==> src/rtl/stc_pkg.sv <==
// stc_pkg: shared types and defaults for the stc B-side scheduler and distribution network
package stc_pkg;

    localparam int K_DEF    = 16;
    localparam int N_PE_DEF = 4;

    typedef enum logic {IDLE, ISSUE} state_t;

    function automatic int clog2(input int n);
        int r;
        r = 0;
        while ((1 << r) < n) r++;
        return r;
    endfunction

endpackage

==> src/rtl/stc_lowbit_pick.sv <==
// stc_lowbit_pick: picks the N_PE lowest set-bit indices of a vector and returns what is left
module stc_lowbit_pick #(
    parameter int K      = 16,
    parameter int DW_COL = 4,
    parameter int N_PE   = 4
) (
    input  logic [K-1:0]           vec,
    output logic [N_PE*DW_COL-1:0] cols,
    output logic [N_PE-1:0]        vld,
    output logic [K-1:0]           rest
);

    // peel the lowest set bit once per lane so indices ascend with lane number
    always_comb begin
        logic [K-1:0] v;
        v    = vec;
        cols = '0;
        vld  = '0;
        for (int j = 0; j < N_PE; j++) begin
            vld[j] = |v;
            for (int i = K - 1; i >= 0; i--)
                if (v[i]) cols[j*DW_COL +: DW_COL] = DW_COL'(i);
            v = v & (v - K'(1));
        end
        rest = v;
    end

endmodule

==> src/rtl/stc_b_dn_sched.sv <==
// stc_b_dn_sched: compacts a nonzero-column mask into ascending index beats for stc_B_DN
module stc_b_dn_sched
    import stc_pkg::*;
#(
    parameter int K      = K_DEF,
    parameter int DW_COL = clog2(K),
    parameter int N_PE   = N_PE_DEF
) (
    input  logic                   clk,
    input  logic                   reset,
    input  logic                   in_valid,
    output logic                   in_ready,
    input  logic [K-1:0]           in_mask,
    output logic                   out_valid,
    input  logic                   out_ready,
    output logic [N_PE*DW_COL-1:0] out_cols,
    output logic [N_PE-1:0]        out_lane_vld,
    output logic                   out_last,
    output logic [DW_COL-1:0]      out_beat,
    output logic                   busy
);

    state_t              state, state_nx;
    logic [K-1:0]        rem, rem_nx, rest;
    logic [DW_COL-1:0]   beat, beat_nx;
    logic                live;

    stc_lowbit_pick #(.K(K), .DW_COL(DW_COL), .N_PE(N_PE)) u_pick (
        .vec  (rem),
        .cols (out_cols),
        .vld  (out_lane_vld),
        .rest (rest)
    );

    // nothing left after this beat's picks means this is the final beat
    assign busy      = state == ISSUE;
    assign out_valid = busy;
    assign out_last  = busy && rest == '0;
    assign out_beat  = beat;
    assign in_ready  = live && (!busy || (out_last && out_ready));

    // next mask load, beat advance, or drop back to idle
    always_comb begin
        state_nx = state;
        rem_nx   = rem;
        beat_nx  = beat;
        if (in_valid && in_ready) begin
            state_nx = ISSUE;
            rem_nx   = in_mask;
            beat_nx  = '0;
        end else if (busy && out_ready) begin
            state_nx = out_last ? IDLE : ISSUE;
            rem_nx   = out_last ? '0 : rest;
            beat_nx  = out_last ? '0 : beat + 1'b1;
        end
    end

    // state registers; live keeps in_ready low until the first edge after reset
    always_ff @(posedge clk or negedge reset) begin
        if (!reset) begin
            state <= IDLE;
            rem   <= '0;
            beat  <= '0;
            live  <= 1'b0;
        end else begin
            state <= state_nx;
            rem   <= rem_nx;
            beat  <= beat_nx;
            live  <= 1'b1;
        end
    end

endmodule

==> config.mk <==
export PLATFORM = sky130hd
export DESIGN_NAME = stc_b_dn_sched
export DESIGN_NICKNAME = d
export VERILOG_FILES = /design/src/rtl/stc_pkg.sv /design/src/rtl/stc_lowbit_pick.sv /design/src/rtl/stc_b_dn_sched.sv
export SDC_FILE = /design/constraint.sdc
export NUM_CORES = 1
export LEC_CHECK = 0
export ABC_AREA = 1
export BUFFER_PORTS_ARGS = -buffer_cell sky130_fd_sc_hd__buf_2
export CAP_MARGIN = 20
export CORE_UTILIZATION = 40
export CTS_BUF_LIST = sky130_fd_sc_hd__clkbuf_16
export CTS_CLUSTER_SIZE = 28
export DETAILED_ROUTE_END_ITERATION = 6
export PLACE_DENSITY = 0.66
export SLEW_MARGIN = 20
export SYNTH_ARGS = -nofsm -noshare
export SYNTH_HDL_FRONTEND = slang
export SYNTH_SLANG_ARGS = --single-unit
==> constraint.sdc <==
create_clock -name clk -period 3.7 [get_ports clk]
set_input_delay 0.37 -clock clk [delete_from_list [all_inputs] [get_ports clk]]
set_output_delay 0.37 -clock clk [all_outputs]
set_load 0.01 [all_outputs]
==> out/results.ini <==
[sta]
layout_setup_ws_ns = 0.1736
rsz0062_at_grt = true
fmax_mhz = 283.6
worstMarginPinSlew_ns = 0.6185
hold_viol = 0
finalCriticalPeriod_ns = 3.526
timing_max_transition_violations_final = 0
finalSetupViolCount = 0
relSlewSlack_pct = 58.66
fin_crit_sh_pct = 95.31
skew_ns = 0.003434

[clocking]
clk_latency_ns = 0.25
clockRootBuffer = clkbuf_16
ctsHoldBuffers = 0
clockBufferDepth = 2
cts_buffers = 3
clk_pin_slew_ns = 0.06
htree_levels = 1
cts_tree = built
cts.sinks = 22

[die]
core-area_um2 = 5991
rows = 28
die-area_um2 = 6605
ios = 48
die_y_um = 81.27
die_x_um = 81.27
start_util_pct = 41.96

[critical_path]
r2r_end = rem[6]
crit_path_end_kind = primary output
crit_buf_inv = 2
r2r_start = rem[1]
ff2ff_path_depth = 21
r2r_slack_ns = 0.28
critical_path_class = reg -> out
critPathRequiredTime_ns = 3.33
start_kind = flip-flop
slowest_delay_ns = 0.45
critPathMaxFanout = 7
critical_path.cell_chain = nor2_4, nor2_1, nor2_1, nand2_1, nand2_2, nand2_2, nor2_4, nor2_1, nor2_2, nand2_2, inv_2, nand3_2, nor2_4, nand2_1, a21oi_2, nand4_4, a21boi_4, buf_2
cp.arrival_ns = 3.16
critical-path-top-delay-family = simple AND/OR/NAND/NOR gates
cp.depth = 18
slowest_stage = dfrtp_2

[synth]
yosysTopAreaCell = nand2_1
yosys_warnings = 0
synth_seq_cells = 22
syn_area_um2 = 2514
synth_nets = 473
synthCells = 452
synth_area_per_cell_um2 = 5.561
synth_top_area_share_pct = 23.59
ys_top_cells_by_area = nand2_1 24%, dfrtp_1 22%, nand3_1 9.6%
yosysSeqAreaShare_pct = 21.90
synth_cell_types = 31

[grt]
grt_pass1_wl_um = 11700
grt_pass1_vias = 2535
antenna_found_initial = 0
overflow = 0
grt_max_degree = 33
track_usage_pct = 22.59

[layout]
drive_above_1_share_pct = 26.19
mostFrequentLayoutCell = nand2_1
multi_input_area_um2 = 1809
area_growth_pct = 24.99
final_cell_mix = 144 x nand2_1, 63 x inv_1, 47 x buf_2, 45 x nand3_1, 42 x nor2_1
seqCellArea_um2 = 556.8
finalNetCount = 526
fillCellCount = 613
antennaDiodeCount = 0

[place]
place_congestion = 0.8852
port_buffers = 47
post-place-ws_ns = 0.2113
dp_hpwl_um = 5679

[route]
routedWlPerCell_um = 12.53
drc = 0
wl_met1_um = 3464
vias = 2945
drtIter0Drc = 140
dr_wl_met3_um = 435
viasPerCell = 5.086
wl_met2_um = 3337
finalWirelength_um = 7257
ant_nets = 0
top_layer = met4
dr.pass1.iters = 4

[run_status]
status = finished clean

[worst_hold_path]
hold_path.class = in -> async

[job]
maxCapViolations = 0

synthesized netlist by cell type:
master,count
o21bai_2,1
nand2_2,12
a21oi_1,18
a21boi_1,1
nor3_1,3
clkbuf_1,5
inv_1,63
inv_2,8
a21boi_0,1
nor2_1,47
nand2_4,1
o211ai_1,1
nor2_2,6
o21ai_1,3
ha_1,1
buf_4,3
nand3_4,1
a21oi_2,1
o21ai_0,16
dfrtp_1,22
nand4_2,1
nand2_1,158
nand4_1,14
nor2_4,3
a31oi_1,4
buf_6,2
conb_1,1
nand3_2,2
o21ai_2,3
xor2_1,2
nand3_1,48
metrics by stage:
| step | TNS, ns | instances | hold WS (ns) | cell area, um2 | util [%] |
|---|---|---|---|---|---|
| finish | 0 | 579 | 0.07052 | 3142 | 52.44 |
| detailed placement | 0 | 565 | 0.3637 | 2786 | 46.51 |
| global route | -0.09327 | 579 | 0.1103 | 3142 | 52.44 |
| floorplan | 0 | 452 | 0.07441 | 2514 | - |
| global placement | 0 | 565 | 0.3613 | 2786 | 46.51 |
| CTS | 0 | 569 | 0.08714 | 2892 | 48.27 |
worst max path at each step:
| stage | start | to | slack, ns |
|---|---|---|---|
| after floorplan | rem[0] | in_ready | 0.83 |
| after global placement | rem[0] | in_ready | 0.28 |
| after detailed placement | rem[0] | rem[6] | 0.21 |
| after CTS | rem[4] | in_ready | 0.004 |
| after global routing | rem[1] | in_ready | -0.05 |
| final | rem[1] | in_ready | 0.17 |
logic make-up after synthesis:
family,Yosys count,synth area share [%]
xor gates and xnor gates,2,0.6970
other,1,0.1492
and+or+nand+nor,296,52.51
AOI/OAI and AO/OA,49,11.10
DFF,22,21.90
buffers and inverters,81,13.14
adders and majority gates,1,0.4977
area by class of cell:
| class | instances | share of cell area, % |
|---|---|---|
| clock buffers | 3 | 2.389 |
| multi-input cells | 350 | 57.59 |
| flip-flops and latches | 22 | 17.72 |
| repair buffers | 57 | 9.877 |
| well taps | 75 | 2.987 |
| inverters | 71 | 8.483 |
| clock inverters | 1 | 0.9558 |
routing by layer:
layer  track usage [%]  vias to the layer above
li1                  -                     1531
met1             32.17                     1322
met2             38.25                       88
met3             1.124                        4
met4             2.857                        0
met5                 0                        -
what timing repair did:
action | CTS | global route
pin swaps | 0 | 18
setup endpoints to repair | 1 | 25
setup buffers | 0 | 9
gates resized for setup | 1 | 45
cloned | 0 | 1
endpoints found under the hold margin | 0 | 0
sequential cells by signal, summed over array words and instances, names as in the netlist:
| name | flops |
|---|---|
| rem | 16 |
| out_beat | 4 |
| busy | 1 |
| live | 1 |
worst register-to-register path, cell delays in order (launching register included):
cell and delay [ns]:
dfrtp_2 0.45, nor2_4 0.26, nor2_1 0.07, nor2_1 0.13
nand2_1 0.11, nand2_2 0.12, nand2_2 0.09, nor2_4 0.16
nor2_1 0.11, nor2_2 0.15, nand2_2 0.11, inv_2 0.08
nand3_2 0.11, nor2_4 0.15, nand2_1 0.09, a21oi_2 0.21
nand4_4 0.15, nand2_2 0.28, nand3_4 0.23, nand2_1 0.15
nand2_1 0.08, nand2_1 0.07
Power is not shown: default switching activity piles up to over one toggle a cycle in this logic, so the estimate is an artifact.
